<file path="config.mk">
export PLATFORM = sky130hd
export DESIGN_NAME = rf_writeback_unit
export DESIGN_NICKNAME = d
export VERILOG_FILES = /design/src/rtl/rf_writeback_unit.sv
export SDC_FILE = /design/constraint.sdc
export NUM_CORES = 1
export LEC_CHECK = 0
export ABC_AREA = 1
export CAP_MARGIN = 20
export CORE_UTILIZATION = 55
export CTS_BUF_LIST = sky130_fd_sc_hd__clkbuf_2
export DETAILED_ROUTE_END_ITERATION = 8
export GPL_ROUTABILITY_DRIVEN = 0
export PLACE_DENSITY_LB_ADDON = 0.2
export SLEW_MARGIN = 0
export SYNTH_ARGS = -nofsm -noshare
export SYNTH_HDL_FRONTEND = slang
export SYNTH_SLANG_ARGS = --single-unit
</file>
<file path="constraint.sdc">
create_clock -name clk -period 3.8 [get_ports clk]
set_clock_uncertainty 0.15 [all_clocks]
set_input_delay 0.76 -clock clk [delete_from_list [all_inputs] [get_ports clk]]
set_output_delay 0.76 -clock clk [all_outputs]
set_load 0.02 [all_outputs]
</file>
<file path="src/rtl/rf_writeback_unit.sv">
`default_nettype none
// ============================================================================
// Module  : rf_writeback_unit
// Brief   : Merges ALU and buffered MDU results onto the RF write port and
//           tracks outstanding MDU writes in a pending scoreboard.
// Revision: 1.0 - initial release
// ============================================================================
module rf_writeback_unit #(
    parameter int FIFO_DEPTH = 4,
    parameter int STARVE_MAX = 3
) (
    input  logic        clk,
    input  logic        rst_n,
    input  logic        i_alu_valid,
    input  logic [4:0]  i_alu_dst,
    input  logic [31:0] i_alu_data,
    output logic        o_alu_stall,
    input  logic        i_mdu_valid,
    output logic        o_mdu_ready,
    input  logic [4:0]  i_mdu_dst,
    input  logic [31:0] i_mdu_data,
    input  logic        i_iss_valid,
    input  logic [4:0]  i_iss_dst,
    output logic [31:0] o_pending,
    output logic        o_wb_reg_write,
    output logic [4:0]  o_wb_dst_addr,
    output logic [31:0] o_wb_dst_data
);

    localparam int PW = $clog2(FIFO_DEPTH);
    localparam int CW = $clog2(FIFO_DEPTH) + 1;
    localparam int SW = $clog2(STARVE_MAX + 1);
    localparam logic [CW-1:0] c_DEPTH      = CW'(FIFO_DEPTH);
    localparam logic [SW-1:0] c_STARVE_MAX = SW'(STARVE_MAX);

    logic [4:0]    r_fifo_dst  [FIFO_DEPTH];
    logic [31:0]   r_fifo_data [FIFO_DEPTH];
    logic [PW-1:0] r_wr_ptr;
    logic [PW-1:0] r_rd_ptr;
    logic [CW-1:0] r_count;
    logic [SW-1:0] r_starve_cnt;
    logic [31:0]   r_pending;
    logic          r_wb_reg_write;
    logic [4:0]    r_wb_dst_addr;
    logic [31:0]   r_wb_dst_data;

    logic          w_empty;
    logic          w_sel_alu;
    logic          w_pop;
    logic          w_push;
    logic [4:0]    w_head_dst;
    logic [31:0]   w_head_data;
    logic [31:0]   w_pend_set;
    logic [31:0]   w_pend_clr;

    assign w_empty     = (r_count == '0);
    assign o_mdu_ready = (r_count != c_DEPTH);
    assign o_alu_stall = (r_starve_cnt == c_STARVE_MAX);
    assign w_sel_alu   = i_alu_valid && !o_alu_stall;
    assign w_pop       = !w_sel_alu && !w_empty;
    assign w_push      = i_mdu_valid && o_mdu_ready;
    assign w_head_dst  = r_fifo_dst[r_rd_ptr];
    assign w_head_data = r_fifo_data[r_rd_ptr];

    assign o_wb_reg_write = r_wb_reg_write;
    assign o_wb_dst_addr  = r_wb_dst_addr;
    assign o_wb_dst_data  = r_wb_dst_data;
    assign o_pending      = r_pending;

    // Set has priority over clear for the same register; bit 0 never set.
    always_comb begin
        w_pend_set = '0;
        w_pend_clr = '0;
        if (i_iss_valid && (i_iss_dst != 5'd0))
            w_pend_set[i_iss_dst] = 1'b1;
        if (w_pop && (w_head_dst != 5'd0))
            w_pend_clr[w_head_dst] = 1'b1;
    end

    // Storage carries no reset; validity is governed by count and pointers.
    always_ff @(posedge clk) begin
        if (w_push) begin
            r_fifo_dst[r_wr_ptr]  <= i_mdu_dst;
            r_fifo_data[r_wr_ptr] <= i_mdu_data;
        end
    end

    always_ff @(posedge clk or negedge rst_n) begin
        if (!rst_n) begin
            r_wr_ptr <= '0;
            r_rd_ptr <= '0;
            r_count  <= '0;
        end else begin
            if (w_push)
                r_wr_ptr <= r_wr_ptr + PW'(1);
            if (w_pop)
                r_rd_ptr <= r_rd_ptr + PW'(1);
            if (w_push && !w_pop)
                r_count <= r_count + CW'(1);
            else if (w_pop && !w_push)
                r_count <= r_count - CW'(1);
        end
    end

    always_ff @(posedge clk or negedge rst_n) begin
        if (!rst_n) begin
            r_starve_cnt <= '0;
        end else if (w_empty || w_pop) begin
            r_starve_cnt <= '0;
        end else if (w_sel_alu) begin
            r_starve_cnt <= r_starve_cnt + SW'(1);
        end
    end

    always_ff @(posedge clk or negedge rst_n) begin
        if (!rst_n)
            r_pending <= '0;
        else
            r_pending <= ((r_pending & ~w_pend_clr) | w_pend_set) & ~32'd1;
    end

    // With nothing selected the address/data hold so the RF port stays quiet.
    always_ff @(posedge clk or negedge rst_n) begin
        if (!rst_n) begin
            r_wb_reg_write <= 1'b0;
            r_wb_dst_addr  <= '0;
            r_wb_dst_data  <= '0;
        end else if (w_sel_alu) begin
            r_wb_reg_write <= (i_alu_dst != 5'd0);
            r_wb_dst_addr  <= i_alu_dst;
            r_wb_dst_data  <= i_alu_data;
        end else if (w_pop) begin
            r_wb_reg_write <= (w_head_dst != 5'd0);
            r_wb_dst_addr  <= w_head_dst;
            r_wb_dst_data  <= w_head_data;
        end else begin
            r_wb_reg_write <= 1'b0;
        end
    end

endmodule
`default_nettype wire
</file>
==> results.ini, run 1 <==
[run_status]
status=complete, no violations

[timing]
rsz0062_at_grt=no
period_minus_slack_ps=2901
relSlewSlack_pct=32.98
setup_viol=0
hold_viol_final=0
period_share_pct=76.34
whs_ps=231.3
fin_setup_tns_ps=0
fmax_mhz=344.7
tightest_slew_ps=1003
maxSlewViolCount=0

[floorplanning]
dieHeight_um=133.3
die_x_um=133.3
pin_count=156
initial_core_util_pct=56.77
core-area_um2=16700
num_rows=47
dieArea_um2=17770

[logic_synthesis]
synth-seq-cells=226
synth_common_cells=198 x nand2_1, 148 x edfxtp_1, 142 x nor2_1, 78 x dfrtp_1, 69 x o211ai_1
yosysUniqueCellTypes=28
synth_top_area_cell=edfxtp_1
synth_edf_count=148
synth_async_sr_flop_share_pct=34.51
synth_nets=958
yosysMostFrequentCell=nand2_1
synthCells=867
ys_seq_area_share_pct=67.46
yosysTopAreaCellShare_pct=46.87
synth_area_per_cell_um2=10.94
synth_area_um2=9482
yosys_warnings=0
ys.flop_type=edfxtp_1
netlist_top_cells_area=edfxtp_1 47%, dfrtp_1 21%, nand2_1 7.8%

[setup_path]
worstPathArrival_ps=1990
cp_max_fo=3
critPathLaunchType=register
endpoint=o_mdu_ready
reg2reg_depth=7
worstPathRequired_ps=2890
crit_type=register to output port
startpoint=r_count[1]$_DFFE_PN0P_
rrSetupSlack_ps=940
crit_path_end_kind=output port
r2r-start=r_count[1]$_DFFE_PN0P_
regToRegEndpoint=o_wb_dst_data[8]$_DFFE_PN0P_

[clock_tree]
clock-sinks=226
clockBufferDepth=3
numCtsBuffers=55
clk_latency_ps=820
cts_resized=0
cts_root_buf=clkbuf_2
cts_tree=built
cts_setup_buffers=0
clk_pin_slew_worst_paths_ps=110
htreeDepth=2
postCtsHoldBufs=1

[detailed_routing]
via_count=6993
postRouteAntennaNets=0
route.detailed.drc=0
wl_per_cell_um=16.44
routed_wl_um=21620
first_iter_violations=508
via_per_inst=5.318
dr.pass1.iters=5

[finish]
drive_above_1_share_pct=13.62
stdcell_count=1315
final_core_util_pct=70.42
area_delta_synth_final_pct=24.03
fin_nets=1140

[global_route]
overflow=0
grtUsageTotal_pct=25.17
grt_max_degree=79
grt_pass1_wl_um=34660
grt_pass1_vias=6876
antenna_found_initial=1

[worst_hold_path]
min_path_type=input port to async pin

[placed_design]
portBuffers=154
hpwl_um=13780
place_inst=1210

[flow_run]
maxCapViolCount=0

[pwr]
power.leakage_nw=4.621
ir_drop_mv=0.4024
p_per_area_nw_per_um2=764.5

## worst max-delay path: stages (launching register included)
cell and delay (ps):
dfrtp_1 430, nor2_1 150, nand2_1 90, clkdlybuf4s50_1 540
## worst min path at each step
stage / from / to / slack, ps / depth (start not counted)
floorplan: r_starve_cnt[0]$_DFFE_PN0P_ / r_starve_cnt[0]$_DFFE_PN0P_ / 260 / 1
global placement: r_starve_cnt[0]$_DFFE_PN0P_ / r_starve_cnt[0]$_DFFE_PN0P_ / 270 / 1
detailed placement: r_starve_cnt[0]$_DFFE_PN0P_ / r_starve_cnt[0]$_DFFE_PN0P_ / 270 / 1
CTS: r_starve_cnt[0]$_DFFE_PN0P_ / r_starve_cnt[0]$_DFFE_PN0P_ / 290 / 1
global route: rst_n / o_wb_dst_data[23]$_DFFE_PN0P_ / 160 / 2
finish: rst_n / o_wb_dst_data[12]$_DFFE_PN0P_ / 230 / 2
## per-layer routing
metal | vias to the layer above | track usage, % | routed length [um]
met2 | 219 | 40.91 | 10540
met3 | 27 | 4.680 | 1162
met4 | 0 | 8.523 | 352
met5 | - | 0 | 0
li1 | 3380 | - | -
met1 | 3367 | 34.32 | 9557
## stage by stage
| stage | setup slack, ps | instance area (um2) | power (W) |
|---|---|---|---|
| floorplan | 748.6 | 9482 | 0.005986 |
| global placement | 374.2 | 11210 | 0.007357 |
| detailed placement | 284.2 | 11210 | 0.007475 |
| CTS | 812.4 | 11730 | 0.009051 |
| global route | 713.3 | 11760 | 0.009584 |
| finish | 899.0 | 11760 | 0.008990 |
## registers in the layout, summed over array words and instances (netlist names)
signal,flops
r_wr_ptr,2
r_count,3
o_pending,31
r_rd_ptr,2
r_starve_cnt,2
o_wb_dst_data,32
o_wb_dst_addr,5
r_fifo_dst,20
o_wb_reg_write,1
r_fifo_data,128
## cells in the final DEF, fill, tap and decap left out, drive strengths merged
| master | count |
|---|---|
| mux2 | 1 |
| nand2 | 210 |
| xnor2 | 1 |
| fa | 1 |
| clkinvlp | 1 |
| clkdlybuf4s50 | 153 |
| nor3 | 2 |
| clkbuf | 93 |
| o21ai | 81 |
| buf | 14 |
| conb | 1 |
| dfrtp | 78 |
| dlygate4sd3 | 1 |
| diode | 1 |
| edfxtp | 148 |
| ha | 6 |
| o41ai | 1 |
| nor2 | 144 |
| o211ai | 69 |
| inv | 36 |
| nand3 | 42 |
| clkinv | 8 |
| xor2 | 3 |
## layout make-up
class / count / area [um2]
timing repair buffer: 168 / 1679
clock inverter: 9 / 43.79
multi-input combinational: 562 / 2759
tap: 220 / 275.3
sequential: 226 / 6397
antenna: 1 / 2.502
fill: 1301 / 4941
inverter: 36 / 137.6
clock buffer: 93 / 465.4
## cell families after synthesis
| logic type | Yosys count | synth area share (%) |
|---|---|---|
| adder cells (fa/ha/maj) | 7 | 1.003 |
| AND/OR/NAND/NOR | 398 | 17.34 |
| other | 1 | 0.03955 |
| buffers and inverters | 79 | 3.840 |
| multiplexers | 1 | 0.1188 |
| AO/OA/AOI/OAI | 151 | 9.831 |
| XOR/XNOR | 4 | 0.3696 |
| flip-flops | 226 | 67.46 |
## where the power goes
part	total, W	switching, W	internal [W]
clock network	0.00157	0.000934	0.000638
registers	0.00371	0.000330	0.00338
logic	0.00370	0.00232	0.00138
Power figures use the tool's default switching activity.
==> inputs of run 2 (changes only) <==
- clock period: 3.8 -> 2.9 ns (I/O delays scaled with it)
==> results.ini, run 2 (same netlist as run 1, synthesis figures left out) <==
[run_status]
status=complete, no violations

[timing]
fmax_mhz=370.4
period_share_pct=93.10
rsz0062_at_grt=no
setup_ws_ps=200.1  ; -698.8 ps
relSlewSlack_pct=63.42  ; +30 points
maxSlewViolCount=0  ; unchanged
hold_viol_final=0  ; unchanged
period_minus_slack_ps=2700
tightest_slew_ps=546.8  ; -456.2 ps
setup_viol=0  ; unchanged

[setup_path]
critPathLaunchType=register
worstPathRequired_ps=2170  ; -720 ps
cp_max_fo=3  ; unchanged
crit_slowest_cell=clkdlybuf4s50_1
worstPathArrival_ps=1970  ; -20 ps
crit_path_max_incr_delay_ps=540  ; about the same
r2r-start=r_rd_ptr[1]$_DFFE_PN0P_
startpoint=r_count[1]$_DFFE_PN0P_
crit_type=register to output port
regToRegEndpoint=o_pending[31]$_DFF_PN0_
endpoint=o_mdu_ready
path_cells=nor2_1, nand2_1, clkdlybuf4s50_1
crit_path_end_kind=output port
reg2reg_depth=9  ; +2
rrSetupSlack_ps=570  ; -370 ps

[detailed_routing]
wl_per_cell_um=15.96  ; -2.9%
via_per_inst=5.294  ; -0.45%
dr.pass1.iters=7  ; +2
postRouteAntennaNets=0  ; unchanged
first_iter_violations=397  ; -22%
route.detailed.drc=0  ; unchanged
routed_wl_um=21080  ; -2.5%
via_count=6993  ; unchanged

[finish]
final.fill_count=1270  ; -2.4%
largest_reg_flops=128  ; unchanged
regMostFlops=r_fifo_data
final_common_cell=nand2_1
diodes=0  ; -1
final_cell_mix=198 x nand2_1, 153 x clkdlybuf4s50_1, 148 x edfxtp_1
multiInputGateArea_um2=2759  ; unchanged
drive_above_1_share_pct=13.26  ; -0.36 points
stdcell_count=1321  ; +0.46%
ff_latch_area_um2=6397  ; unchanged
final_core_util_pct=70.59  ; +0.17 points
fin_nets=1147  ; +0.61%
area_delta_synth_final_pct=24.33

[global_route]
grt_use_met1_pct=33.29  ; -1.0 points
grt_pass1_wl_um=33780  ; -2.5%
grtUsageTotal_pct=24.46  ; -0.71 points
overflow=0  ; unchanged
use_met3_pct=5.365  ; +0.68 points
gr-usage-met2_pct=38.98  ; -1.9 points
grt_max_degree=65  ; -18%
antenna_found_initial=0  ; -1
grt_pass1_vias=6843  ; -0.48%
top_usage_layer=met2

[pwr]
seqPwrFrac_pct=41.8  ; +0.5 points
p_per_area_nw_per_um2=991.2  ; +30%
ir_drop_mv=0.4646  ; +15%
p_int_w=0.007040  ; +30%
p_sw_w=0.004644  ; +30%
swShare_pct=39.75  ; -0.10 points
pwr-share-clk_pct=16.7  ; -0.8 points
power.leakage_nw=4.629  ; +0.17%
p_comb_share_pct=41.5  ; +0.3 points

[floorplanning]
die_x_um=133.3  ; unchanged
core-area_um2=16700  ; unchanged
dieHeight_um=133.3  ; unchanged
dieArea_um2=17770  ; unchanged
initial_core_util_pct=56.77  ; unchanged
num_rows=47  ; unchanged
pin_count=156  ; unchanged

[flow_run]
maxCapViolCount=0  ; unchanged

[placed_design]
place_inst=1219  ; +0.74%
portBuffers=154  ; unchanged
pre_cts_ws_ps=401.5  ; +117.3 ps
hpwl_um=13520  ; -1.9%

[clock_tree]
clockBufferDepth=3  ; unchanged
clk_latency_ps=810  ; about the same
numCtsBuffers=54  ; -1.8%
clock-sinks=226  ; unchanged
cts_tree=built
clk_pin_slew_worst_paths_ps=110  ; about the same
cts_root_buf=clkbuf_2
htreeDepth=2  ; unchanged
cts_resized=0  ; unchanged
cts_setup_buffers=0  ; unchanged

[worst_hold_path]
min_path_type=input port to async pin

[run 2: changes by cell type in the layout (fill, tap and decap cells not counted)]
| cell | before | now |
|---|---|---|
| buf_12 | 1 | 2 |
| buf_16 | 1 | 0 |
| buf_4 | 12 | 20 |
| clkbuf_2 | 93 | 81 |
| clkinv_1 | 6 | 16 |
| clkinv_2 | 1 | 2 |
| clkinvlp_4 | 1 | 0 |
| diode_2 | 1 | 0 |
| inv_2 | 6 | 7 |
[run 2: worst min path at each step]
stage	end	slack (ps)
floorplan	o_pending[10]$_DFF_PN0_	130
global placement	r_starve_cnt[0]$_DFFE_PN0P_	280
detailed placement	r_starve_cnt[0]$_DFFE_PN0P_	280
CTS	r_wr_ptr[0]$_DFFE_PN0P_	80
global route	o_wb_dst_data[17]$_DFFE_PN0P_	90
finish	r_wr_ptr[0]$_DFFE_PN0P_	150
[run 2: power groups by stage]
stage / Sequential (W) / Combinational [W] / Clock, W
5_1_grt: 0.00498 / 0.00534 / 0.00221
3_3_place_gp: 0.00494 / 0.00476 / 0
3_5_place_dp: 0.00495 / 0.00487 / 0
2_1_floorplan: 0.00546 / 0.00238 / 0
4_1_cts: 0.00489 / 0.00488 / 0.00202
6_report: 0.00488 / 0.00484 / 0.00196
[run 2: worst max-delay path, delay by kind of cell, from the launching register on]
| kind | cells | cell delay, ps |
|---|---|---|
| flops | 1 | 430 |
| buf+inv | 1 | 540 |
| simple gates | 2 | 240 |
[run 2: metal layers]
| metal | share of wire, % | up-vias |
|---|---|---|
| met5 | 0 | - |
| met4 | 1.7 | 0 |
| met3 | 6.6 | 33 |
| met2 | 48 | 240 |
| met1 | 44 | 3322 |
| li1 | - | 3398 |
[run 2: repair_timing]
item                                   CTS  global route
setup endpoints to repair                0             0
endpoints found under the hold margin   51             0
hold buffers                             1             0
[run 2: stage by stage]
| step | hold slack [ps] | TNS (ps) | instance area [um2] | total power (W) |
|---|---|---|---|---|
| final | 147.8 | 0 | 11790 | 0.01168 |
| after CTS | 75.86 | 0 | 11790 | 0.01179 |
| after detailed placement | 280.7 | 0 | 11290 | 0.009826 |
| after global routing | 90.04 | 0 | 11790 | 0.01253 |
| after global placement | 275.4 | 0 | 11290 | 0.009693 |
| after floorplan | 134.4 | -10260 | 9482 | 0.007844 |
[run 2: final cells by class]
| class | instances | share of cell area [%] |
|---|---|---|
| tap | 220 | 2.335 |
| sequential | 226 | 54.27 |
| multi-input combinational | 562 | 23.40 |
| timing repair buffer | 176 | 14.69 |
| clock inverter | 20 | 0.7005 |
| clock buffer | 81 | 3.439 |
| inverter | 36 | 1.167 |
==> inputs of run 3 (changes only) <==
- RECOVER_POWER: default -> 50
==> results.ini, run 3 (same netlist as run 1, synthesis figures left out) <==
[global_route]
antenna_found_initial=1  ; +1
grt_max_degree=65  ; unchanged
overflow=0  ; unchanged
grt_pass1_vias=6843  ; unchanged
grtUsageTotal_pct=24.46  ; unchanged
grt_pass1_wl_um=33780  ; unchanged

[finish]
drive_above_1_share_pct=12.53  ; -0.73 points
final_core_util_pct=70.36  ; -0.22 points
regMostFlops=r_fifo_data
area_delta_synth_final_pct=23.94
final_common_cell=nand2_1
largest_reg_flops=128  ; unchanged
final.fill_count=1277  ; +0.55%
fin_nets=1147  ; unchanged
final_cell_mix=198 x nand2_1, 148 x edfxtp_1, 138 x nor2_1

[clock_tree]
clock-sinks=226  ; unchanged
cts_tree=built
clockBufferDepth=3  ; unchanged
clk_pin_slew_worst_paths_ps=110  ; about the same
cts_resized=0  ; unchanged
cts_root_buf=clkbuf_2
htreeDepth=2  ; unchanged
clk_latency_ps=800  ; about the same
numCtsBuffers=54  ; unchanged
postCtsHoldBufs=1  ; unchanged
cts_setup_buffers=0  ; unchanged

[setup_path]
rrSetupSlack_ps=520  ; -50 ps
crit_path_max_incr_delay_ps=540  ; about the same
crit_path_end_kind=output port
worstPathRequired_ps=2170  ; about the same
regToRegEndpoint=r_fifo_data[1][3]$_DFFE_PP_
cp_num_cells=3  ; unchanged
crit_slowest_cell=clkdlybuf4s50_1
worst-path-buf-inv=1  ; unchanged
critPathLaunchType=register
worstPathArrival_ps=1970  ; about the same
path_cells=nor2_1, nand2_1, clkdlybuf4s50_1
crit_type=register to output port
reg2reg_depth=6  ; -3
r2r-start=r_count[1]$_DFFE_PN0P_
cp_max_fo=3  ; unchanged
crit_family=buffers and inverters
startpoint=r_count[1]$_DFFE_PN0P_

[placed_design]
portBuffers=154  ; unchanged
hpwl_um=13520  ; unchanged
pre_cts_ws_ps=401.5  ; unchanged

[detailed_routing]
postRouteAntennaNets=0  ; unchanged
via_per_inst=5.293  ; about the same
via_count=6998  ; +0.072%
routed_wl_um=20990  ; -0.41%
first_iter_violations=425  ; +7.1%
dr.pass1.iters=6  ; -1
route.detailed.drc=0  ; unchanged
wl_per_cell_um=15.88  ; -0.49%

[timing]
period_share_pct=93.09  ; about the same
fmax_mhz=370.4  ; about the same
tightest_slew_ps=1048  ; +501.0 ps
relSlewSlack_pct=30.15  ; -33 points
rsz0062_at_grt=no
maxSlewViolCount=0  ; unchanged
setup_ws_ps=200.3  ; +0.2040 ps
hold_viol_final=0  ; unchanged
setup_viol=0  ; unchanged
period_minus_slack_ps=2700  ; -0.2040 ps

[pwr]
total_power_w=0.01165  ; -0.32%
p_per_area_nw_per_um2=991.2  ; about the same
power.leakage_nw=4.611  ; -0.39%
ir_drop_mv=0.4639  ; -0.15%

[floorplanning]
dieArea_um2=17770  ; unchanged
pin_count=156  ; unchanged
initial_core_util_pct=56.77  ; unchanged
dieHeight_um=133.3  ; unchanged
core-area_um2=16700  ; unchanged
die_x_um=133.3  ; unchanged
num_rows=47  ; unchanged

[worst_hold_path]
min_path_type=input port to async pin

[flow_run]
maxCapViolCount=0  ; unchanged

[run_status]
status=complete, no violations

[run 3: cell types whose count changed in the layout (fill, tap and decap cells not counted), sizes merged]
cell / change
buf: -7
clkbuf: +7
clkdlybuf4s50: -37
diode: +1
dlygate4sd3: +37
[run 3: worst register-to-register path, cell delays in order (launching register included)]
cell and delay, ps:
dfrtp_1 410, nor2_1 80, nand2_1 80, nand2_1 70, clkbuf_1 300, nor2_4 170
clkbuf_1 750
[run 3: power breakdown]
part / internal [W] / total (W) / switching, W
sequential: 0.00444 / 0.00489 / 0.000449
clock: 0.000754 / 0.00196 / 0.00120
combinational: 0.00182 / 0.00481 / 0.00299
total: 0.00701 / 0.0116 / 0.00464
[run 3: cell type report]
cell class / instances / area, um2 / share of cell area [%]
multi-input combinational: 562 / 2756 / 23.46
sequential: 226 / 6397 / 54.44
timing repair buffer: 176 / 1694 / 14.42
antenna: 1 / 2.502 / 0.02129
tap: 220 / 275.3 / 2.342
clock inverter: 20 / 82.58 / 0.7027
inverter: 36 / 137.6 / 1.171
clock buffer: 81 / 405.4 / 3.450
[run 3: stage by stage]
stage	setup TNS, ps	cells	instance area [um2]	hold WS [ps]
after floorplan	-10260	867	9482	134.4
after global placement	0	1219	11290	275.4
after detailed placement	0	1219	11290	280.7
after CTS	0	1321	11790	75.86
after global routing	0	1321	11750	80.13
final	0	1322	11750	148.4
[run 3: layer usage]
layer  global-route usage, %  vias up  wire length, um
li1                        -     3404                -
met1                   33.29     3336             9108
met2                   38.98      223            10020
met3                   5.365       35             1494
met4                   8.838        0              372
met5                       0        -                0
[run 3: how the worst max path moves through the flow]
stage / to / slack [ps]
3_5_place_dp: r_count[1]$_DFFE_PN0P_ / 400
4_1_cts: o_mdu_ready / 100
5_1_grt: o_mdu_ready / 10
2_1_floorplan: r_fifo_data[0][0]$_DFFE_PP_ / -70
3_3_place_gp: r_count[2]$_DFFE_PN0P_ / 410
6_report: o_mdu_ready / 200
